<file path="src/rtl/adder_arbiter_if.sv">
// Request/result handshake bundle for adder_arbiter.
// res_carry exists only when ADDER_ARB_CARRY_EN is defined.
interface adder_arbiter_if #(
  parameter int WIDTH = 16
);
  logic             req0_valid;
  logic [WIDTH-1:0] req0_a;
  logic [WIDTH-1:0] req0_b;
  logic             req0_ready;
  logic             req1_valid;
  logic [WIDTH-1:0] req1_a;
  logic [WIDTH-1:0] req1_b;
  logic             req1_ready;
  logic             res_valid;
  logic [WIDTH-1:0] res_data;
  logic             res_id;
  logic             res_ready;
`ifdef ADDER_ARB_CARRY_EN
  logic             res_carry;
`endif

  modport master (
    output req0_valid, req0_a, req0_b,
    input  req0_ready,
    output req1_valid, req1_a, req1_b,
    input  req1_ready,
    input  res_valid, res_data, res_id,
`ifdef ADDER_ARB_CARRY_EN
    input  res_carry,
`endif
    output res_ready
  );

  modport slave (
    input  req0_valid, req0_a, req0_b,
    output req0_ready,
    input  req1_valid, req1_a, req1_b,
    output req1_ready,
    output res_valid, res_data, res_id,
`ifdef ADDER_ARB_CARRY_EN
    output res_carry,
`endif
    input  res_ready
  );
endinterface

</file>
<file path="src/rtl/adder_arbiter.sv">
// Round-robin share of one address adder between PC-increment and branch ports.
// Define ADDER_ARB_CARRY_EN to widen the add and expose res_carry.
module adder_arbiter #(
  parameter bit FIXED_PRI = 1'b0,
  parameter int WIDTH     = 16
) (
  input logic           clk,
  input logic           rst_n,
  adder_arbiter_if.slave bus
);

  typedef enum logic {
    EMPTY = 1'b0,
    FULL  = 1'b1
  } state_t;

  state_t           r_state;
  logic             r_ptr;
  logic [WIDTH-1:0] r_data;
  logic             r_id;

  logic             w_can_accept;
  logic             w_pick1;
  logic             w_gnt0;
  logic             w_gnt1;
  logic             w_gnt;
  logic [WIDTH-1:0] w_a;
  logic [WIDTH-1:0] w_b;

  assign w_can_accept = (r_state == EMPTY) | bus.res_ready;
  assign w_pick1      = FIXED_PRI ? 1'b1 : r_ptr;

  // rst_n gates the grants so readys drop with reset, not on an edge
  assign w_gnt0 = rst_n & w_can_accept & bus.req0_valid
                & (~bus.req1_valid | ~w_pick1);
  assign w_gnt1 = rst_n & w_can_accept & bus.req1_valid
                & (~bus.req0_valid | w_pick1);
  assign w_gnt  = w_gnt0 | w_gnt1;

  assign bus.req0_ready = w_gnt0;
  assign bus.req1_ready = w_gnt1;

  assign w_a = w_gnt1 ? bus.req1_a : bus.req0_a;
  assign w_b = w_gnt1 ? bus.req1_b : bus.req0_b;

`ifdef ADDER_ARB_CARRY_EN
  logic [WIDTH:0] w_sum;
  logic           r_carry;

  assign w_sum         = {1'b0, w_a} + {1'b0, w_b};
  assign bus.res_carry = r_carry;

  always_ff @(posedge clk or negedge rst_n) begin
    if (!rst_n) begin
      r_carry <= 1'b0;
    end else if (w_gnt) begin
      r_carry <= w_sum[WIDTH];
    end
  end
`else
  logic [WIDTH-1:0] w_sum;

  assign w_sum = w_a + w_b;
`endif

  always_ff @(posedge clk or negedge rst_n) begin
    if (!rst_n) begin
      r_state <= EMPTY;
      r_ptr   <= 1'b0;
      r_data  <= '0;
      r_id    <= 1'b0;
    end else if (w_gnt) begin
      r_state <= FULL;
      r_ptr   <= w_gnt0;
      r_data  <= w_sum[WIDTH-1:0];
      r_id    <= w_gnt1;
    end else if (r_state == FULL && bus.res_ready) begin
      r_state <= EMPTY;
    end
  end

  assign bus.res_valid = (r_state == FULL);
  assign bus.res_data  = r_data;
  assign bus.res_id    = r_id;

endmodule

</file>
<file path="src/flat_wrapper.sv">
// flat-port wrapper written by rule: the top's interface ports become plain ports
module adder_arbiter_flat 
#(
  parameter bit FIXED_PRI = 1'b0,
  parameter int WIDTH     = 16
)
  (clk, rst_n, bus_req0_valid, bus_req0_a, bus_req0_b, bus_req0_ready, bus_req1_valid, bus_req1_a, bus_req1_b, bus_req1_ready, bus_res_valid, bus_res_data, bus_res_id, bus_res_ready);
  adder_arbiter_if #(.WIDTH(WIDTH)) bus_i ();
  input logic clk;
  input logic rst_n;
  input wire logic [$bits(bus_i.req0_valid)-1:0] bus_req0_valid;
  input wire logic [$bits(bus_i.req0_a)-1:0] bus_req0_a;
  input wire logic [$bits(bus_i.req0_b)-1:0] bus_req0_b;
  output wire logic [$bits(bus_i.req0_ready)-1:0] bus_req0_ready;
  input wire logic [$bits(bus_i.req1_valid)-1:0] bus_req1_valid;
  input wire logic [$bits(bus_i.req1_a)-1:0] bus_req1_a;
  input wire logic [$bits(bus_i.req1_b)-1:0] bus_req1_b;
  output wire logic [$bits(bus_i.req1_ready)-1:0] bus_req1_ready;
  output wire logic [$bits(bus_i.res_valid)-1:0] bus_res_valid;
  output wire logic [$bits(bus_i.res_data)-1:0] bus_res_data;
  output wire logic [$bits(bus_i.res_id)-1:0] bus_res_id;
  input wire logic [$bits(bus_i.res_ready)-1:0] bus_res_ready;
  assign bus_i.req0_valid = bus_req0_valid;
  assign bus_i.req0_a = bus_req0_a;
  assign bus_i.req0_b = bus_req0_b;
  assign bus_req0_ready = bus_i.req0_ready;
  assign bus_i.req1_valid = bus_req1_valid;
  assign bus_i.req1_a = bus_req1_a;
  assign bus_i.req1_b = bus_req1_b;
  assign bus_req1_ready = bus_i.req1_ready;
  assign bus_res_valid = bus_i.res_valid;
  assign bus_res_data = bus_i.res_data;
  assign bus_res_id = bus_i.res_id;
  assign bus_i.res_ready = bus_res_ready;
  adder_arbiter #(.FIXED_PRI(FIXED_PRI), .WIDTH(WIDTH)) u_core (.clk(clk), .rst_n(rst_n), .bus(bus_i));
endmodule
</file>
<file path="config.mk">
export PLATFORM = sky130hd
export DESIGN_NAME = adder_arbiter_flat
export DESIGN_NICKNAME = d
export VERILOG_FILES = /design/src/rtl/adder_arbiter_if.sv /design/src/rtl/adder_arbiter.sv /design/src/flat_wrapper.sv
export SDC_FILE = /design/constraint.sdc
export NUM_CORES = 1
export LEC_CHECK = 0
export CORE_MARGIN = 4
export CORE_UTILIZATION = 44
export DETAILED_ROUTE_END_ITERATION = 10
export GPL_TIMING_DRIVEN = 0
export PLACE_DENSITY_LB_ADDON = 0.25
export SYNTH_ARGS = -nofsm -noshare
export SYNTH_HDL_FRONTEND = slang
export SYNTH_SLANG_ARGS = --single-unit
</file>
<file path="constraint.sdc">
create_clock -name clk -period 8.4 [get_ports clk]
set_clock_uncertainty 0.2 [all_clocks]
set_input_delay 0.84 -clock clk [delete_from_list [all_inputs] [get_ports clk]]
set_output_delay 0.84 -clock clk [all_outputs]
set_load 0.02 [all_outputs]
</file>
### Word level (Yosys, flattened, before mapping)

Cells that the tools add are included.

* register bits: 19
* input port bits: 69
* output and inout bits: 20
* word-level logic and storage cells: 24

* add/subtract/negate cells: 1
* bitwise gates (word level): 13
* muxes and demuxes: 4
* reductions and logical operators: 2

Operators with widths (number)
* $mux 16: 2
* $add 16x16->16: 1
* $and 1x1->1: 5
* $not 1->1: 4
* $or 1x1->1: 4
* $mux 1: 2
* $reduce_bool 2->1: 1
* $logic_and 1x1->1: 1

### Depth between registers and ports, before layout

* depth after elaboration: 7
* mapped depth: 14
* gate-level depth less buffers: 13

### Worst setup path after synthesis

Ideal clock, no wire load.

* path kind: input to register
* start point: input bus_res_ready
* end point: register u_core.r_data[14], in the netlist u_core.bus.res_data[14]
* cell stages on the path: 14
* path buffers: 1
* slack: 4905 ps
* data arrival time: 3172 ps
* required time: 8076 ps
* setup time: 124 ps
* cell sequence: nand2b_1 > o2111ai_2 > inv_1 > clkbuf_1 > nand2_1 > nand2_1 > ha_1 > fa_1 > nand3_1 > nand2_1 > a21oi_2 > o21ai_2 > nor4b_1 > a211o_1

* cells in the longest elaborated chain, start to end: 6
* elaborated cells on any way between the ends: 10
* classes of those cells: 1 x add/sub; 2 x mux; 7 x bitwise

Ends and longest elaborated chain
* from (decl): RTL line flat_wrapper.sv:22 `input wire logic [$bits(bus_i.res_ready)-1:0] bus_res_ready;`
* $or 1x1->1 (*): RTL line adder_arbiter.sv:30 `assign w_can_accept = (r_state == EMPTY) | bus.res_ready;`
* $and 1x1->1 (*): RTL line adder_arbiter.sv:34, adder_arbiter.sv:36
* $and 1x1->1: RTL line adder_arbiter.sv:36 `assign w_gnt1 = rst_n & w_can_accept & bus.req1_valid`
* $and 1x1->1: RTL line adder_arbiter.sv:37 `& (~bus.req0_valid | w_pick1);`
* $mux 16 (on tied branches): RTL line adder_arbiter.sv:43, adder_arbiter.sv:44
* $add 16x16->16: RTL line adder_arbiter.sv:63 `assign w_sum = w_a + w_b;`
* to (signal assigned): RTL line adder_arbiter.sv:75 `r_data <= w_sum[WIDTH-1:0];`
* to (decl): RTL line adder_arbiter.sv:19 `logic [WIDTH-1:0] r_data;`

Mark *: on every way between the ends. The rest lies on a longest branch, timed or not.
A chain may end at the register's enable or synchronous reset.

### Worst setup path in the final report

* start point: input rst_n
* end point: register u_core.r_data[14], in the netlist u_core.bus.res_data[14]

* cells in the longest elaborated chain, start to end: 5
* elaborated cells on any way between the ends: 9
* classes of those cells: 1 x add/sub; 2 x mux; 6 x bitwise

Ends and longest elaborated chain
* from (decl): RTL line flat_wrapper.sv:10 `input logic rst_n;`
* $and 1x1->1 (*): RTL line adder_arbiter.sv:34, adder_arbiter.sv:36
* $and 1x1->1: RTL line adder_arbiter.sv:36
* $and 1x1->1: RTL line adder_arbiter.sv:37
* $mux 16 (on tied branches): RTL line adder_arbiter.sv:43, adder_arbiter.sv:44
* $add 16x16->16: RTL line adder_arbiter.sv:63

Marks and branches as above.

==> results.py <==
metrics = {
    "global_routing": {
        "grt_pass1_wl_um": 8148,
        "grt_overflow": 0,
        "grt_pass1_vias": 1884,
        "globalRouteTotalUtil_pct": 19.23,
        "grt_max_degree": 24,
        "antenna_found_initial": 0,
    },
    "detailed_routing": {
        "wl_per_cell_um": 11.99,
        "drtIter0Drc": 131,
        "viasPerCell": 5.022,
        "wl_um": 4832,
        "antenna_left": 0,
        "drt_pre_antenna_iters": 4,
        "dr_total_vias": 2024,
        "drc": 0,
    },
    "yosys": {
        "async_flop_share_pct": 100.0,
        "yosysWarnings": 0,
        "synth_area_mm2": 0.001804,
        "synthCells": 261,
        "synth_edf_count": 0,
        "yosysUniqueCellTypes": 38,
        "seq_area_frac_synth_pct": 26.35,
        "ys_ff_latch": 19,
        "synth-main-ff-cell": "dfrtp_1",
        "syn_area_per_cell_um2": 6.913,
        "syn_nets": 346,
    },
    "hold_path": {
        "min_path_type": "reg2reg",
    },
    "timing": {
        "period_share_pct": 55.10,
        "timing.setup.tns_ns": 0,
        "min_period_ns": 4.629,
        "max_freq_mhz": 216.0,
        "slew_violations": 0,
        "slew_headroom_pct": 35.78,
        "rsz0062_at_grt": "no",
        "setup_viol": 0,
        "finalHoldViolCount": 0,
        "tightestPinTransition_ns": 0.9603,
    },
    "floorplanning": {
        "ios": 89,
        "die_w_um": 72.04,
        "num_rows": 23,
        "start_util_pct": 45.43,
        "coreArea_mm2": 0.003971,
        "fp.dieH_um": 72.04,
        "die-area_mm2": 0.005189,
    },
    "place": {
        "place.gp.congestion": 0.8989,
        "port_buffers": 88,
        "dp_hpwl_um": 4098,
    },
    "layout": {
        "diodes": 0,
        "fin_util_pct": 70.35,
        "nFillCells": 345,
        "layout.nets": 439,
        "drive_gt1_share_pct": 3.683,
        "area_growth_pct": 54.85,
    },
    "clocking": {
        "cts_hold_buffers": 0,
        "post_cts_buffers": 0,
        "clockBufferDepth": 2,
        "cts_sinks": 19,
        "numCtsBuffers": 3,
        "cts_tree": "yes",
        "cts_root_buf": "clkbuf_8",
        "htreeDepth": 1,
        "clkTransAtPathRegs_ns": 0.07,
        "ctsResizeCount": 0,
        "clk-insertion-delay-late_ns": 0.26,
    },
    "worst_setup_path": {
        "cp-end-kind": "flip-flop",
        "cp.required_ns": 8.35,
        "crit_fanout": 23,
        "path_class": "in2reg",
        "worst_setup_path_start_kind": "primary input",
        "worst_ep_arrival_time_ns": 4.58,
    },
    "job": {
        "maxCapViolCount": 0,
    },
    "power": {
        "ir_drop_mv": 0.07270,
        "power_density_mw_per_mm2": 177.8,
        "total_power_uw": 496.7,
        "p_leak_uw": 0.001325,
    },
    "status": {
        "status": "finished, final reports clean",
    },
}
-- cells in the final DEF, fill, tap and decap left out, drive strengths merged, types with 6 or more instances in the layout --
cell | Yosys | final
clkbuf | 7 | 10
xnor2 | 7 | 7
o21ai | 20 | 20
ha | 15 | 15
a21oi | 13 | 13
nand3 | 6 | 6
clkdlybuf4s50 | 0 | 88
dfrtp | 19 | 19
nand2 | 124 | 124
xor2 | 7 | 7
-- where the power goes --
group	internal [uW]	total, uW	leakage [uW]	switching, uW
Clock	33.1	64.4	0.0000255	31.3
Combinational	145	294	0.00107	149
Sequential	122	139	0.000231	16.9
Total	299	497	0.00132	197
-- worst paths after layout --
kind / start / to / slack (ns) / cells past startpoint
worst max-delay path: rst_n / u_core.bus.res_data[14] / 3.77 / 13
max in group asynchronous: rst_n / u_core.bus.res_data[11] / 6.51 / 1
worst min register to register: u_core.bus.res_data[0] / u_core.bus.res_data[0] / 0.27 / 2
min in group asynchronous: rst_n / u_core.bus.res_data[0] / 0.91 / 1
worst max register to register: u_core.bus.res_valid / u_core.bus.res_data[14] / 5.05 / 13
worst min-delay path: u_core.bus.res_data[0] / u_core.bus.res_data[0] / 0.27 / 2
-- Yosys cell counts, types with 2 or more instances --
master / number / area share [%]
nand2_1: 124 / 26
ha_1: 15 / 10
nor4b_1: 2 / 0.97
a211o_1: 2 / 0.97
a31oi_1: 2 / 0.69
o211ai_1: 3 / 1.2
o21ai_1: 4 / 1.1
nand3_1: 6 / 1.7
clkbuf_1: 7 / 1.5
nor2_1: 4 / 0.83
a21oi_2: 2 / 0.97
inv_1: 4 / 0.83
a21oi_1: 11 / 3.1
nor3_1: 2 / 0.55
o21ai_0: 15 / 4.2
xor2_1: 7 / 3.4
nand4_1: 3 / 1.0
xnor2_1: 7 / 3.4
a21o_1: 4 / 1.7
dfrtp_1: 19 / 26
-- critical path, cell delays in order --
cell and delay, ns:
clkdlybuf4s50_1 1.10, o2111ai_2 0.44, clkbuf_1 0.31, nand2_1 0.11
nand2_1 0.06, ha_1 0.26, fa_1 0.43, nand3_1 0.10
nand2_1 0.10, a21oi_2 0.25, o21ai_2 0.12, nor4b_1 0.17
a211o_1 0.28
-- area by class of cell --
| class | instances | area (um^2) | area share (%) |
|---|---|---|---|
| clock buffer | 3 | 41.29 | 1.478 |
| clock inverter | 1 | 5.005 | 0.1791 |
| inverter | 4 | 15.01 | 0.5374 |
| sequential | 19 | 475.5 | 17.02 |
| tap | 50 | 62.56 | 2.239 |
| timing repair buffer | 88 | 880.8 | 31.53 |
| multi-input combinational | 229 | 1275 | 45.63 |
| buffer | 9 | 38.79 | 1.388 |
-- sequential cells by signal (all words and copies together) (netlist names) --
| register | flops |
|---|---|
| u_core.r_ptr | 1 |
| u_core.bus.res_valid | 1 |
| u_core.bus.res_data | 16 |
| u_core.bus.res_id | 1 |
-- routing by layer --
| layer | vias to the layer above | global-route usage, % | wire length [um] |
|---|---|---|---|
| met4 | 0 | 6.263 | 65 |
| met1 | 870 | 24.44 | 2148 |
| met2 | 88 | 32.24 | 2129 |
| li1 | 1061 | - | - |
| met3 | 5 | 4.432 | 489 |
| met5 | - | 0 | 0 |
-- metrics by stage --
stage / hold slack [ns] / worst slack [ns] / std cells / area (um^2)
floorplan: 0.2898 / 4.905 / 261 / 1804
global placement: 0.2600 / 3.496 / 399 / 2748
detailed placement: 0.2630 / 3.434 / 399 / 2748
CTS: 0.2802 / 3.692 / 403 / 2794
global route: 0.3183 / 3.292 / 403 / 2794
finish: 0.2736 / 3.771 / 403 / 2794
-- logic make-up after synthesis --
group           share of synthesized area [%]
compound gates                          18.79
xor+xnor                                6.796
fa+ha+maj                               11.51
buf+inv                                 2.982
flops                                   26.35
mux                                     1.179
simple gates                            32.39
No activity file was read; power rests on OpenSTA's default activity.
